[src/rtl/if_stage.sv]
// ============================================================================
// Module      : if_stage
// Description : Instruction-fetch stage. Owns the PC and the IF/ID register,
//               with a one-entry skid buffer for words returned during stall.
// Revision    : 1.0 - initial release
// ============================================================================
`default_nettype none

module if_stage #(
    parameter logic [31:0] RESET_PC  = 32'h0000_3000,
    parameter logic [31:0] NOP_INSTR = 32'h0000_0000
) (
    input  logic        clk,
    input  logic        rst,
    output logic [31:0] pc_out,
    input  logic [31:0] npc_in,
    output logic        imem_req,
    input  logic [31:0] imem_rdata,
    input  logic        imem_ready,
    input  logic        stall,
    input  logic        redirect_valid,
    input  logic [31:0] redirect_pc,
    output logic        id_valid,
    output logic [31:0] id_pc,
    output logic [31:0] id_pc_plus4,
    output logic [31:0] id_instr
);

    typedef enum logic [0:0] {
        ST_FETCH = 1'b0,
        ST_HOLD  = 1'b1
    } state_t;

    state_t      r_state;
    logic [31:0] r_pc;
    logic [31:0] r_buffer;
    logic        r_id_valid;
    logic [31:0] r_id_pc;
    logic [31:0] r_id_pc_plus4;
    logic [31:0] r_id_instr;

    assign pc_out      = r_pc;
    // Request is masked while reset is applied so the reset cycle never fetches.
    assign imem_req    = (r_state == ST_FETCH) && !rst;
    assign id_valid    = r_id_valid;
    assign id_pc       = r_id_pc;
    assign id_pc_plus4 = r_id_pc_plus4;
    assign id_instr    = r_id_instr;

    always_ff @(posedge clk) begin
        if (rst) begin
            r_state       <= ST_FETCH;
            r_pc          <= RESET_PC;
            r_buffer      <= 32'h0;
            r_id_valid    <= 1'b0;
            r_id_pc       <= 32'h0;
            r_id_pc_plus4 <= 32'h0;
            r_id_instr    <= NOP_INSTR;
        end else begin
            case (r_state)
                ST_FETCH: begin
                    if (redirect_valid) begin
                        r_pc       <= redirect_pc;
                        r_id_valid <= 1'b0;
                        r_id_instr <= NOP_INSTR;
                    end else if (imem_ready && !stall) begin
                        r_id_pc       <= r_pc;
                        r_id_pc_plus4 <= npc_in;
                        r_id_instr    <= imem_rdata;
                        r_id_valid    <= 1'b1;
                        r_pc          <= npc_in;
                    end else if (imem_ready) begin
                        // Decode is stalled: park the word until it can move on.
                        r_buffer <= imem_rdata;
                        r_state  <= ST_HOLD;
                    end else if (!stall) begin
                        r_id_valid <= 1'b0;
                    end
                end
                ST_HOLD: begin
                    if (redirect_valid) begin
                        r_pc       <= redirect_pc;
                        r_id_valid <= 1'b0;
                        r_id_instr <= NOP_INSTR;
                        r_buffer   <= 32'h0;
                        r_state    <= ST_FETCH;
                    end else if (!stall) begin
                        r_id_pc       <= r_pc;
                        r_id_pc_plus4 <= npc_in;
                        r_id_instr    <= r_buffer;
                        r_id_valid    <= 1'b1;
                        r_pc          <= npc_in;
                        r_state       <= ST_FETCH;
                    end
                end
                default: r_state <= ST_FETCH;
            endcase
        end
    end

endmodule

`default_nettype wire

[config.mk]
export PLATFORM = sky130hd
export DESIGN_NAME = if_stage
export DESIGN_NICKNAME = d
export VERILOG_FILES = /design/src/rtl/if_stage.sv
export SDC_FILE = /design/constraint.sdc
export NUM_CORES = 1
export LEC_CHECK = 0
export BUFFER_PORTS_ARGS = -buffer_cell sky130_fd_sc_hd__buf_2
export CORE_MARGIN = 1.5
export CORE_UTILIZATION = 29
export CTS_BUF_LIST = sky130_fd_sc_hd__clkbuf_8
export CTS_CLUSTER_DIAMETER = 50
export DETAILED_ROUTE_END_ITERATION = 10
export SYNTH_ARGS = -nofsm -noshare
export SYNTH_HDL_FRONTEND = slang
export SYNTH_SLANG_ARGS = --single-unit
[constraint.sdc]
create_clock -name clk -period 2.6 [get_ports clk]
set_input_delay 0.39 -clock clk [delete_from_list [all_inputs] [get_ports clk]]
set_output_delay 0.39 -clock clk [all_outputs]
set_load 0.01 [all_outputs]
# Yosys cells after proc, flatten, opt, wreduce, memory -nomap -nowiden
# Cells that the tools add are included.
# Widths: inputs -> output; s select.
# op_classes
n_reduce_logical	8
muxes	36
n_eq_ne	11
bitwise	1
# ops
op	n
$mux 32	18
$pmux 32 s2	5
$ne 2x2->1 const B	6
$mux 1	11
$ne 4x3->1 const B	2
$reduce_and 4->1	2
$pmux 1 s2	2
$ne 3x2->1 const B	1
$ne 3x3->1 const B	1
$reduce_and 3->1	1
$logic_and 1x1->1	2
$logic_not 1->1	2
$ne 2x1->1 const B	1
$reduce_and 2->1	1
$not 1->1	1
# totals
inputBits	101
reg_bits	162
elab_cells	63

# Depth between registers and ports, before layout
# Gate-level depths: netlist (run 1).
# depth
depth_word	5
mapped_depth	6
ltp_nobuf	3

# Worst setup path after synthesis (run 1)
# OpenSTA, ideal clock, no wires.
# synth_timing
kind	input-to-output
from	input port rst
to	output port imem_req
slack_ns	1.159
arrival_time_ns	1.051
t_required_ns	2.210
stages	3
cell_sequence	clkbuf_1 clkbuf_1 nor2_1
# synth_between
elab_chain_len	2
# synth_lines
item	line	rtl
start, declared	14	input logic rst,
$logic_not 1->1	44	assign imem_req = (r_state == ST_FETCH) && !rst;
$logic_and 1x1->1	44	
end, declared	17	output logic imem_req,
# No other way between the ends.

# Worst setup path after layout (run 1)
# layout_timing
from	register r_state
to	output port imem_req
# layout_between
elab_chain_len	2
# layout_lines
item	line	rtl
start, declared	34	state_t r_state;
start signal, assigned	52	r_state <= ST_FETCH;
start signal, assigned	75	r_state <= ST_HOLD;
start signal, assigned	86	r_state <= ST_FETCH;
$not 1->1	-	
$logic_and 1x1->1	44	
# No other way between the ends.

==> results of run 1 <==
kinds of logic after synthesis:
kind of cell    count (synthesis)  share of synthesized area, %
flops                         162                         46.74
compound gates                230                         22.42
mux                            32                         4.617
buf+inv                       116                         8.260
simple gates                  231                         17.96
routing by layer:
layer  vias up  GRT usage, %  routed length, um
met5         -             0                  0
met4         0         3.774                109
met3        10         5.858               1711
met2       180         24.56               8962
met1      2910         20.42               9247
li1       3118             -                  -
worst min path at each step:
stage | depth (start not counted) | end | from | slack (ns)
3_3_place_gp | 2 | r_buffer[23]$_SDFFE_PP0P_ | r_buffer[23]$_SDFFE_PP0P_ | 0.45
3_5_place_dp | 2 | id_valid$_SDFFE_PP0P_ | id_valid$_SDFFE_PP0P_ | 0.46
5_1_grt | 3 | r_buffer[0]$_SDFFE_PP0P_ | imem_rdata[0] | 0.14
2_1_floorplan | 2 | r_buffer[0]$_SDFFE_PP0P_ | r_buffer[0]$_SDFFE_PP0P_ | 0.45
4_1_cts | 3 | r_buffer[2]$_SDFFE_PP0P_ | imem_rdata[2] | 0.13
6_report | 3 | r_buffer[2]$_SDFFE_PP0P_ | imem_rdata[2] | 0.18
synth_stat cells (all sizes together):
cell type	instances
nand2	36
inv	30
nor3	60
a2111oi	30
buf	53
o211a	1
or2	1
o21ba	1
nand3b	64
a21oi	101
o21bai	1
dfxtp	162
nor2	34
clkbuf	33
nand4bb	1
nand3	32
a211oi	32
mux2i	32
nor4bb	1
o21ai	64
nor3b	2
sequential cells by signal (all words and copies together), names as in the netlist:
register     count
id_valid         1
r_buffer        32
id_pc_plus4     32
r_state          1
id_pc           32
id_instr        32
pc_out          32
power by group through the flow:
stage / registers [mW] / clock network (mW) / logic [mW]
2_1_floorplan: 2.74 / 0 / 0.397
4_1_cts: 2.65 / 1.99 / 0.717
3_3_place_gp: 2.71 / 0 / 0.707
3_5_place_dp: 2.71 / 0 / 0.716
5_1_grt: 2.67 / 2.10 / 0.786
6_report: 2.65 / 1.91 / 0.707
worst register-to-register path, stage by stage (launching register included):
cell,delay (ns)
dfxtp_2,0.44
o21ba_4,0.40
buf_4,0.30
nor3_1,0.08
a2111oi_2,0.32
area by class of cell:
class	count	area [um^2]	area share (%)
repair buffers	246	1393	16.01
well taps	319	399.1	4.589
flip-flops and latches	162	3244	37.30
multi-input cells	493	3143	36.13
inverters	30	112.6	1.295
clock buffers	20	275.3	3.165
clock inverters	12	131.4	1.510
==> results.yml, run 1 <==
critical_path:
  crit_path_top_delay_cell: "buf_4"
  slowest_delay_ns: 0.54
  path_max_fanout: 34
  criticalPathCategory: "register to output port"
  worstSetupStartpoint: "r_state$_SDFF_PP0_"
  cp_top_family: "buffers and inverters"
  cp.arrival_ns: 1.69
  critical_path_required_ns: 2.21
  reg2reg_from: "r_state$_SDFF_PP0_"
  cp-start-kind: "register"
  endpoint: "imem_req"
  worstPathCellList: "buf_4, nor2_1, buf_2"
  path_buf_inv: 2
  reg2reg_depth: 4
  worst_setup_path_end_kind: "output port"
  r2r-end: "pc_out[31]$_SDFFE_PP0P_"
  path_depth: 3
  r2r_slack_ns: 0.96
placed_design:
  hpwl_um: 12890
  routabilityCongestion: 0.7410
  postPlaceCellArea_um2: 8292
  io_buffers: 230
  pre_cts_slack_ns: 0.7986
  dp.cells: 1250
timing:
  hold_viol: 0
  max_freq_mhz: 480.0
  final_max_slew_viol_count: 0
  slew_headroom_pct: 46.79
  setup_viol: 0
  min_period_over_period_pct: 80.13
  skew_ns: 0.01324
  worstMarginPinSlew_ns: 0.7981
  tns_ns: 0
  period_needed_ns: 2.083
  rsz0062_at_grt: "no"
  whs_ns: 0.1839
  setup_slack_ns: 0.5166
clocking:
  cts_tree: "built"
  numCtsBuffers: 17
  clk_pin_slew_ns: 0.09
  cts_max_level: 4
  postCtsSetupRepairBufs: 0
  cts_buffer_depth: 2
  cts-hold-fix-buffers: 0
  clk_latency_ns: 0.44
  cts_resized: 0
  clock_sinks: 162
  cts_root_buf: "clkbuf_8"
pwr:
  switching_share_pct: 27.61
  power_mw: 5.269
  p_int_mw: 3.814
  clockPowerShare_pct: 36.2
  p_sw_mw: 1.455
  vdd_drop_max_mv: 0.2560
  pwr-share-seq_pct: 50.4
  power_leakage_nw: 3.475
  combinationalPowerShare_pct: 13.4
  power.density_nw_per_um2: 605.7
synth:
  synth_top_area_share_pct: 46.74
  syn-cell-area_um2: 6938
  synth_area_leaders: "dfxtp_1, a21oi_1, nand3b_1"
  syn_nets: 872
  yosys.area.top_type: "dfxtp_1"
  synth_cell_types: 24
  synth-seq-cells: 162
  synthCells: 771
  post_synth.cell_area_avg_um2: 8.999
  ys_warn_count: 0
  ys_seq_area_share_pct: 46.74
min_path:
  min_path_type: "input port to register"
job:
  cap_violations: 0
detailed_routing:
  wl_um: 20030
  vias: 6218
  ant_nets: 0
  wire_per_inst_um: 15.62
  drtIter0Drc: 467
  drc: 0
  viasPerCell: 4.850
  dr.pass1.iters: 5
layout:
  fin_cells: 1282
  antenna_cells: 0
  area_growth_pct: 25.37
  fin_util_pct: 37.06
  final_common_cell: "buf_2"
  fillers: 2429
  final_layout_size_suffix_gt1_share_pct: 32.40
  layout.nets: 1051
  fin_area_um2: 8698
  mostFrequentLayoutCells: "buf_2, dfxtp_1, a21oi_1"
floorplan:
  floorplan.rows: 56
  io_pins: 231
  die_area_um2: 24860
  fp.dieW_um: 157.7
  die_h_um: 157.7
  core_area_um2: 23470
  initial_core_util_pct: 29.56
grt:
  antenna_found_initial: 1
  grt_max_degree: 125
  grt_pass1_wl_um: 30820
  overflow: 0
  track_usage_pct: 15.72
  grt_pass1_vias: 5655
status:
  status: "finished clean"
Power figures use the tool's default switching activity.
==> run 2, diff against run 1 <==
--- a/config.mk
+++ b/config.mk
@@ -5,6 +5,7 @@
 export SDC_FILE = /design/constraint.sdc
 export NUM_CORES = 1
 export LEC_CHECK = 0
+export ABC_AREA = 1
 export BUFFER_PORTS_ARGS = -buffer_cell sky130_fd_sc_hd__buf_2
 export CORE_MARGIN = 1.5
 export CORE_UTILIZATION = 29
==> constraint.sdc (replaced) <==
create_clock -name clk -period 2.11 [get_ports clk]
set_input_delay 0.3165 -clock clk [delete_from_list [all_inputs] [get_ports clk]]
set_output_delay 0.3165 -clock clk [all_outputs]
set_load 0.01 [all_outputs]
==> run 2 against run 1 <==
Non-clock buffer count up 10. Sequential power rose by 23%. Worst setup slack worse by 0.21 ns. Count of clock-buffer cells in the layout is the same. Clock power grew 27%. Sequential share of layout area grew 1.0 points. Largest cell class unchanged. Highest routed layer is now met5.
==> results.yml, run 2 <==
status:
  status: "finished clean"
synth:
  synth_area_leaders: "dfxtp_1, nand2_1, a21oi_1"
  synth_commonest_cells: "nand2_1, dfxtp_1, a21oi_1"
  ys_seq_area_share_pct: 48.61
  syn-cell-area_um2: 6671
  synthFlopType: "dfxtp_1"
  synth.most_common_cell: "nand2_1"
  synth_cell_types: 17
  post_synth.cell_area_avg_um2: 7.252
  syn_nets: 1021
  synth_top_area_share_pct: 48.61
  synthCells: 920
  synth-seq-cells: 162
  synth_edf_count: 0
  yosys.area.top_type: "dfxtp_1"
  async_flop_share_pct: 0
  ys_warn_count: 0
critical_path:
  r2r_slack_ns: 0.56
  critical_path_required_ns: 1.79
  worst_setup_path_end_kind: "output port"
  criticalPathCategory: "register to output port"
  crit_path_top_delay_cell: "dfxtp_1"
  slowest_delay_ns: 0.44
  cp.arrival_ns: 1.49
  worstPathCellList: "buf_4, nor2_1, buf_2"
  cp-start-kind: "register"
  path_max_fanout: 28
timing:
  rsz0062_at_grt: "no"
  max_freq_mhz: 554.3
  slew_headroom_pct: 71.75
  tns_ns: 0
  min_period_over_period_pct: 85.50
  skew_ns: 0.01275
  whs_ns: 0.1054
  final_max_slew_viol_count: 0
  period_needed_ns: 1.804
  hold_viol: 0
  worstMarginPinSlew_ns: 0.4237
  setup_slack_ns: 0.3059
  setup_viol: 0
grt:
  antenna_found_initial: 4
  overflow: 0
  grt_pass1_wl_um: 32090
  track_usage_pct: 17.01
  grt_pass1_vias: 5986
  grt_max_degree: 91
detailed_routing:
  wire_per_inst_um: 14.58
  drc: 0
  dr.pass1.iters: 5
  vias: 6597
  viasPerCell: 4.639
  wl_um: 20740
  ant_nets: 0
  drtIter0Drc: 390
layout:
  mostFrequentLayoutCells: "nand2_1, buf_2, dfxtp_1"
  fillers: 2455
  fin_util_pct: 37.51
  fin_cells: 1422
  seq_area_um2: 3243
  area_growth_pct: 26.91
  final_common_cell: "nand2_1"
  fin_area_um2: 8467
  final_layout_size_suffix_gt1_share_pct: 27.67
  layout.nets: 1223
  multi_input_area_um2: 2947
floorplan:
  core_area_um2: 22570
  initial_core_util_pct: 29.56
  die_h_um: 154.7
  io_pins: 231
  die_area_um2: 23920
  floorplan.rows: 55
  fp.dieW_um: 154.7
clocking:
  cts_max_level: 4
  numCtsBuffers: 17
  clock_sinks: 162
  cts_tree: "built"
  postCtsSetupRepairBufs: 0
  clk_latency_ns: 0.45
  cts_root_buf: "clkbuf_8"
  cts_resized: 0
  cts_buffer_depth: 2
  clk_pin_slew_ns: 0.10
  cts-hold-fix-buffers: 0
pwr:
  power_leakage_nw: 3.867
  power_mw: 6.440
  power.density_nw_per_um2: 760.6
  vdd_drop_max_mv: 0.3311
placed_design:
  hpwl_um: 14130
  postPlaceCellArea_um2: 8041
  routabilityCongestion: 0.7991
  dp.cells: 1388
  pre_cts_slack_ns: 0.4909
  io_buffers: 230
job:
  cap_violations: 0
min_path:
  min_path_type: "input port to register"
run 2: critical path: cells and delay by family, from the launching register on:
kind	cells	cell delay [ns]
simple gates	1	0.08
buf+inv	2	0.52
flops	1	0.44
run 2: cells by family after synthesis:
group	synth area share (%)
simple gates	30.20
flops	48.61
compound gates	13.67
buf+inv	7.521
run 2: cell type report:
type                            instances  area share [%]
Antenna cell                            2         0.05911
Clock buffer                           20           3.251
Clock inverter                         12           1.714
Inverter                               29           1.286
Multi-Input combinational cell        656           34.80
Sequential cell                       162           38.30
Tap cell                              285           4.212
Timing Repair Buffer                  256           16.37
run 2: power by group:
group / internal, mW / switching, mW / leakage, nW
logic: 0.294 / 0.470 / 2.34
registers: 3.18 / 0.0772 / 1.32
clock network: 1.17 / 1.25 / 0.207
total: 4.64 / 1.80 / 3.87
run 2: path summary, 6_finish.rpt:
check	to	cells after the start	start
worst max-delay path	imem_req	3	r_state$_SDFF_PP0_
worst min-delay path	id_pc_plus4[18]$_SDFFE_PP0P_	3	npc_in[18]
worst max register to register	id_instr[3]$_SDFFE_PP0P_	7	r_state$_SDFF_PP0_
worst min register to register	id_pc[3]$_SDFFE_PP0P_	2	id_pc[3]$_SDFFE_PP0P_
run 2: metal layers:
layer | global-route usage, % | wire, um | vias up
li1 | - | - | 3370
met1 | 21.09 | 9297 | 2980
met2 | 28.04 | 9569 | 219
met3 | 5.548 | 1611 | 24
met4 | 5.220 | 232 | 4
met5 | 0 | 27 | -
